$ cat src/rtl/sr_driver.sv
// Pulse-shaping driver for a downstream SR latch: one s or r pulse per command, then a gap and done.
// Optional SR_VERIFY_EN adds the q_fb input and a sticky err flag from a feedback check.
module sr_driver #(
    parameter int unsigned PULSE_CYCLES = 2,
    parameter int unsigned GAP_CYCLES   = 1
) (
    input  logic clk,
    input  logic rst_n,
    input  logic set_req,
    input  logic clr_req,
`ifdef SR_VERIFY_EN
    input  logic q_fb,
`endif
    output logic s,
    output logic r,
    output logic busy,
    output logic done,
    output logic err
);

    typedef enum logic [2:0] {
        StIdle,
        StPulseS,
        StPulseR,
        StGap,
        StFin
    } state_e;

    state_e     state_q, state_d;
    logic [7:0] cnt_q, cnt_d;
    logic       last_pulse, last_gap;

    assign last_pulse = (cnt_q == 8'(PULSE_CYCLES - 1));
    assign last_gap   = (cnt_q == 8'(GAP_CYCLES - 1));

    always_comb begin
        state_d = state_q;
        cnt_d   = '0;
        unique case (state_q)
            StIdle: begin
                // Clear has priority; a simultaneous set is dropped.
                if (clr_req) begin
                    state_d = StPulseR;
                end else if (set_req) begin
                    state_d = StPulseS;
                end
            end
            StPulseS, StPulseR: begin
                if (last_pulse) begin
                    state_d = StGap;
                end else begin
                    cnt_d = cnt_q + 8'd1;
                end
            end
            StGap: begin
                if (last_gap) begin
                    state_d = StFin;
                end else begin
                    cnt_d = cnt_q + 8'd1;
                end
            end
            StFin:   state_d = StIdle;
            default: state_d = StIdle;
        endcase
    end

    always_ff @(posedge clk or negedge rst_n) begin
        if (!rst_n) begin
            state_q <= StIdle;
            cnt_q   <= '0;
            s       <= 1'b0;
            r       <= 1'b0;
            busy    <= 1'b0;
            done    <= 1'b0;
        end else begin
            state_q <= state_d;
            cnt_q   <= cnt_d;
            s       <= (state_d == StPulseS);
            r       <= (state_d == StPulseR);
            busy    <= (state_d == StPulseS) || (state_d == StPulseR) || (state_d == StGap);
            done    <= (state_d == StFin);
        end
    end

`ifdef SR_VERIFY_EN
    logic exp_q_q, exp_q_d;
    logic err_d;
    logic mismatch;

    // Remember which level the latch should settle to for the end-of-gap check.
    always_comb begin
        exp_q_d = exp_q_q;
        if (state_q == StIdle && state_d == StPulseS) begin
            exp_q_d = 1'b1;
        end else if (state_q == StIdle && state_d == StPulseR) begin
            exp_q_d = 1'b0;
        end
    end

    assign mismatch = (state_q == StGap) && last_gap && (q_fb != exp_q_q);
    assign err_d    = err | mismatch;

    always_ff @(posedge clk or negedge rst_n) begin
        if (!rst_n) begin
            exp_q_q <= 1'b0;
            err     <= 1'b0;
        end else begin
            exp_q_q <= exp_q_d;
            err     <= err_d;
        end
    end
`else
    assign err = 1'b0;
`endif

endmodule
$ cat config.mk
export PLATFORM = sky130hd
export DESIGN_NAME = sr_driver
export DESIGN_NICKNAME = d
export VERILOG_FILES = /design/src/rtl/sr_driver.sv
export SDC_FILE = /design/constraint.sdc
export NUM_CORES = 1
export LEC_CHECK = 0
export CAP_MARGIN = 10
export CORE_AREA = 4 4 48 50
export CTS_BUF_LIST = sky130_fd_sc_hd__clkbuf_4 sky130_fd_sc_hd__clkbuf_8
export CTS_CLUSTER_DIAMETER = 100
export DETAILED_ROUTE_END_ITERATION = 8
export DIE_AREA = 0 0 52 54
export DONT_BUFFER_PORTS = 1
export GPL_TIMING_DRIVEN = 0
export HOLD_SLACK_MARGIN = 0.08
export PLACE_DENSITY = 0.55
export SYNTH_ARGS = -nofsm -noshare
export SYNTH_HDL_FRONTEND = slang
export SYNTH_SLANG_ARGS = --single-unit
export TNS_END_PERCENT = 20
$ cat constraint.sdc
create_clock -name clk -period 2.7 [get_ports clk]
set_input_delay 0.135 -clock clk [delete_from_list [all_inputs] [get_ports clk]]
set_output_delay 0.135 -clock clk [all_outputs]
set_load 0.03 [all_outputs]
==> results.rst <==
.. list-table::
   :header-rows: 1

   * - Metric
     - Value
   * - Run status
     - completed
   * - Maximum clock skew at final layout
     - roughly 0.0035 ns
   * - Hold buffer count at cts
     - 3
   * - Htree depth
     - 1
   * - Detailed-route DRC error count
     - 0
   * - DR iter-0 viols
     - 19
   * - Power density normalized to cell area
     - 1064 mW/mm2
   * - Synthesis-to-finish area growth
     - 11.13%
   * - Final worst-path cycle share
     - 0.6931
   * - Stage delay of the slowest cell on the critical path
     - 0.55 ns
   * - Total Neg Setup Slack
     - 0 ns
   * - Setup repair after global routing missed its margin
     - no
   * - Net count after synthesis
     - 85
   * - Final worst hold slack
     - 0.1622 ns
   * - Start point of the critical path
     - cnt_q[2]
   * - Total Wirelength
     - between 1.5 and 2 mm
   * - Type of element launching the critical path
     - flop
   * - Series of cell instances along the critical path
     - or4_1, buf_6, a2111oi_4, nor3_1
   * - Buffers and inverters on the worst path
     - 1
   * - Average instance area after synthesis
     - roughly 11 um2
   * - Worst-case vdd ir drop
     - about 0.47 mV
   * - Total Routing Usage GR
     - 0.1356
   * - Yosys warning count
     - 0
   * - Clock buffer count from CTS
     - 3
   * - Timing-limited maximum frequency
     - 534.4 MHz
   * - Clock network latency to the later pin of the worst-skew pair
     - between 0.2 and 0.3 ns
   * - Kind of end point of the critical path
     - flop
   * - Worst Path Class, Setup
     - reg -> reg
   * - Total Die Area
     - about 0.0028 mm2
   * - Max-slew violation count
     - 0
   * - Fill cell count
     - approximately 180
   * - Cell at the root of the clock tree
     - clkbuf_4
   * - Starting utilization of the core area
     - 0.4316
   * - Design Power
     - slightly below 1 mW
   * - Fraction of power spent switching nets
     - 0.4425
   * - Number of sinks on the clock net
     - 15
   * - Initial antenna violation count
     - 0
   * - Vias after detailed routing
     - 614
   * - Sequential element share of the synthesized area
     - 0.4573
   * - Final Net Count
     - 93
   * - Largest delay share family, worst path
     - simple AND/OR/NAND/NOR gates
   * - Number of distinct library cells after synthesis
     - 32
   * - Switching power total
     - 429.3 uW
   * - Worst Tran Pin Value
     - slightly below 0.7 ns
   * - Mean routed wirelength per cell
     - about 14 um
   * - Max transition margin
     - 0.5401
   * - Setup-failing EPs final
     - 0
   * - Data required time of the critical path
     - 2.84 ns
   * - Floorplan Core Area
     - 0.001902 mm2
   * - Reg2reg start
     - cnt_q[2]
   * - Number of antenna-violating nets in the routed design
     - 0
   * - Commonest cells after routing, fill and taps aside
     - 15 x dfrtp_1, 6 x nor3_1, 5 x nand3_1, 4 x inv_1
   * - Layout cell share with drive strength beyond 1
     - 0.1412
   * - Standard-cell row count
     - 16
   * - Post-detailed-route via-to-cell ratio
     - around 5.5
   * - Clock group share of total power
     - 0.134
   * - Synth Register Bits
     - 15
   * - Gr ovfl total
     - 0
   * - Antenna fix cells
     - 0
   * - Post-Layout Inst Area
     - around 910 um2
   * - Post-CTS setup repair buffer count
     - 0
   * - Number of global-route vias before repair
     - approximately 580
   * - Time the worst path needs with I/O delays and setup
     - 1.871 ns
   * - Post-cts sizing count
     - 0
   * - Max-Cap Viols
     - 0
   * - Internal power
     - ~540 uW
   * - Path class of the lowest-slack min-delay path
     - in -> reg
   * - Power share of the combinational group
     - 0.447
   * - First-pass detailed-route iteration total
     - 4
   * - Static Leak
     - 0.3780 nW
   * - Buffers added on ports
     - 0
   * - Die extent in x
     - 52 um
   * - RD Place Congestion
     - roughly 0.75
   * - Detailed Place HPWL
     - roughly 1.1 mm
   * - Area used by multi-input combinational logic
     - between 400 and 500 um2
   * - Crit path DAT
     - 2.01 ns
   * - Largest net degree at the start of global routing
     - 16
   * - Cell area after placement
     - between 800 and 900 um2
   * - Clock tree from TritonCTS
     - done
   * - Cell area after synthesis
     - 820.8 um2
   * - Leading cell type in the layout, fill and taps excluded
     - dfrtp_1
   * - I/O Pins
     - 9
   * - Global-route wire length before repair
     - approximately 2.7 mm
   * - Critical-path cell with the highest stage delay
     - or4_1
   * - Launch instance of the worst min-delay path
     - clr_req
   * - Proportion of power drawn by flip-flops and latches
     - 0.420
   * - Clock Tree Buf Depth
     - 2
   * - Clock-pin slew reported for the worst setup and hold paths after clock tree synthesis
     - around 0.09 ns
   * - Sequential cell area
     - 375.4 um2
   * - Critical-path maximum fanout
     - 8
   * - Gate count after technology mapping
     - 78
   * - Die Ht
     - around 54 um
   * - Final hold violations
     - 0
## state kept, by name, summed over array words and instances, names as in the netlist
name,count
done,1
s,1
r,1
busy,1
cnt_q,8
state_q,3
## synthesized netlist by cell type
master | count | area (um2)
dfrtp_1 | 15 | 375.4
nor2_1 | 3 | 11.26
nand3_1 | 5 | 25.02
o41ai_1 | 1 | 8.760
xor2_1 | 2 | 17.52
nand2_1 | 3 | 11.26
nor4_4 | 1 | 21.27
nor3_1 | 6 | 30.03
o21bai_1 | 3 | 22.52
o22ai_1 | 2 | 12.51
a2111oi_0 | 1 | 8.760
nor3b_1 | 2 | 15.01
o21ai_0 | 3 | 15.01
or4_1 | 1 | 7.510
xnor2_1 | 1 | 8.760
a2111oi_4 | 1 | 27.53
o31a_1 | 1 | 8.760
nand4_1 | 1 | 6.260
a21bo_2 | 1 | 10.01
buf_6 | 1 | 11.26
a21oi_1 | 1 | 5.000
and3b_1 | 2 | 17.52
buf_4 | 1 | 7.510
or3_1 | 3 | 18.77
ha_1 | 3 | 37.54
inv_1 | 4 | 15.01
conb_1 | 1 | 3.750
or2_2 | 1 | 6.260
clkbuf_1 | 2 | 7.510
or3b_2 | 2 | 17.52
nand3b_1 | 1 | 7.510
a211oi_1 | 3 | 22.52
## area by class of cell
type | count | share of cell area
Multi-Input combinational cell | 55 | 0.4431
Sequential cell | 15 | 0.4115
Tap cell | 27 | 0.03704
Timing Repair Buffer | 3 | 0.03292
Buffer | 4 | 0.02881
Clock buffer | 3 | 0.02469
Inverter | 4 | 0.01646
Clock inverter | 1 | 0.005487
## kinds of logic (layout without fill, tap and decap cells)
| group | count (synthesis) | in the layout | share of synthesized area |
|---|---|---|---|
| simple gates | 31 | 31 | 0.2378 |
| buf+inv | 8 | 15 | 0.05031 |
| other cells | 1 | 1 | 0.004569 |
| fa+ha+maj | 3 | 3 | 0.04574 |
| compound gates | 17 | 17 | 0.1722 |
| flops | 15 | 15 | 0.4573 |
| xor+xnor | 3 | 3 | 0.03202 |
## worst paths after layout
check / end / slack [ns] / cells after the start
setup / recovery: cnt_q[4] / 0.83 / 4
hold / removal: state_q[0] / 0.16 / 3
setup reg to reg: cnt_q[4] / 0.83 / 4
hold reg to reg: r / 0.58 / 1
max in group asynchronous: cnt_q[7] / 1.94 / 1
min in group asynchronous: s / 0.33 / 1
## worst reg2reg max path, cell delays in order, from the launching register on
cell and delay (ns):
dfrtp_1 0.45, or4_1 0.55, buf_6 0.16, a2111oi_4 0.44, nor3_1 0.13
## power by group through the flow
stage | logic, mW | clock network [mW] | registers [mW]
final | 0.434 | 0.130 | 0.407
after global routing | 0.487 | 0.147 | 0.420
after CTS | 0.436 | 0.139 | 0.409
after detailed placement | 0.428 | 0 | 0.414
after global placement | 0.421 | 0 | 0.413
after floorplan | 0.354 | 0 | 0.396
## metrics by stage
| step | setup slack, ns | utilization | std cells |
|---|---|---|---|
| 2_1_floorplan | 1.024 | - | 78 |
| 5_1_grt | 0.7108 | 0.4796 | 112 |
| 3_3_place_gp | 0.8476 | 0.4493 | 105 |
| 4_1_cts | 0.8056 | 0.4796 | 112 |
| 6_report | 0.8287 | 0.4796 | 112 |
| 3_5_place_dp | 0.8274 | 0.4493 | 105 |
## layer usage
| metal | up-vias | global-route usage | wire, um |
|---|---|---|---|
| li1 | 300 | - | - |
| met1 | 300 | 0.1550 | 707 |
| met2 | 12 | 0.2364 | 756 |
| met3 | 2 | 0.03324 | 71 |
| met4 | 0 | 0.06550 | 8 |
| met5 | - | 0 | 0 |
No activity file was read; power rests on OpenSTA's default activity.
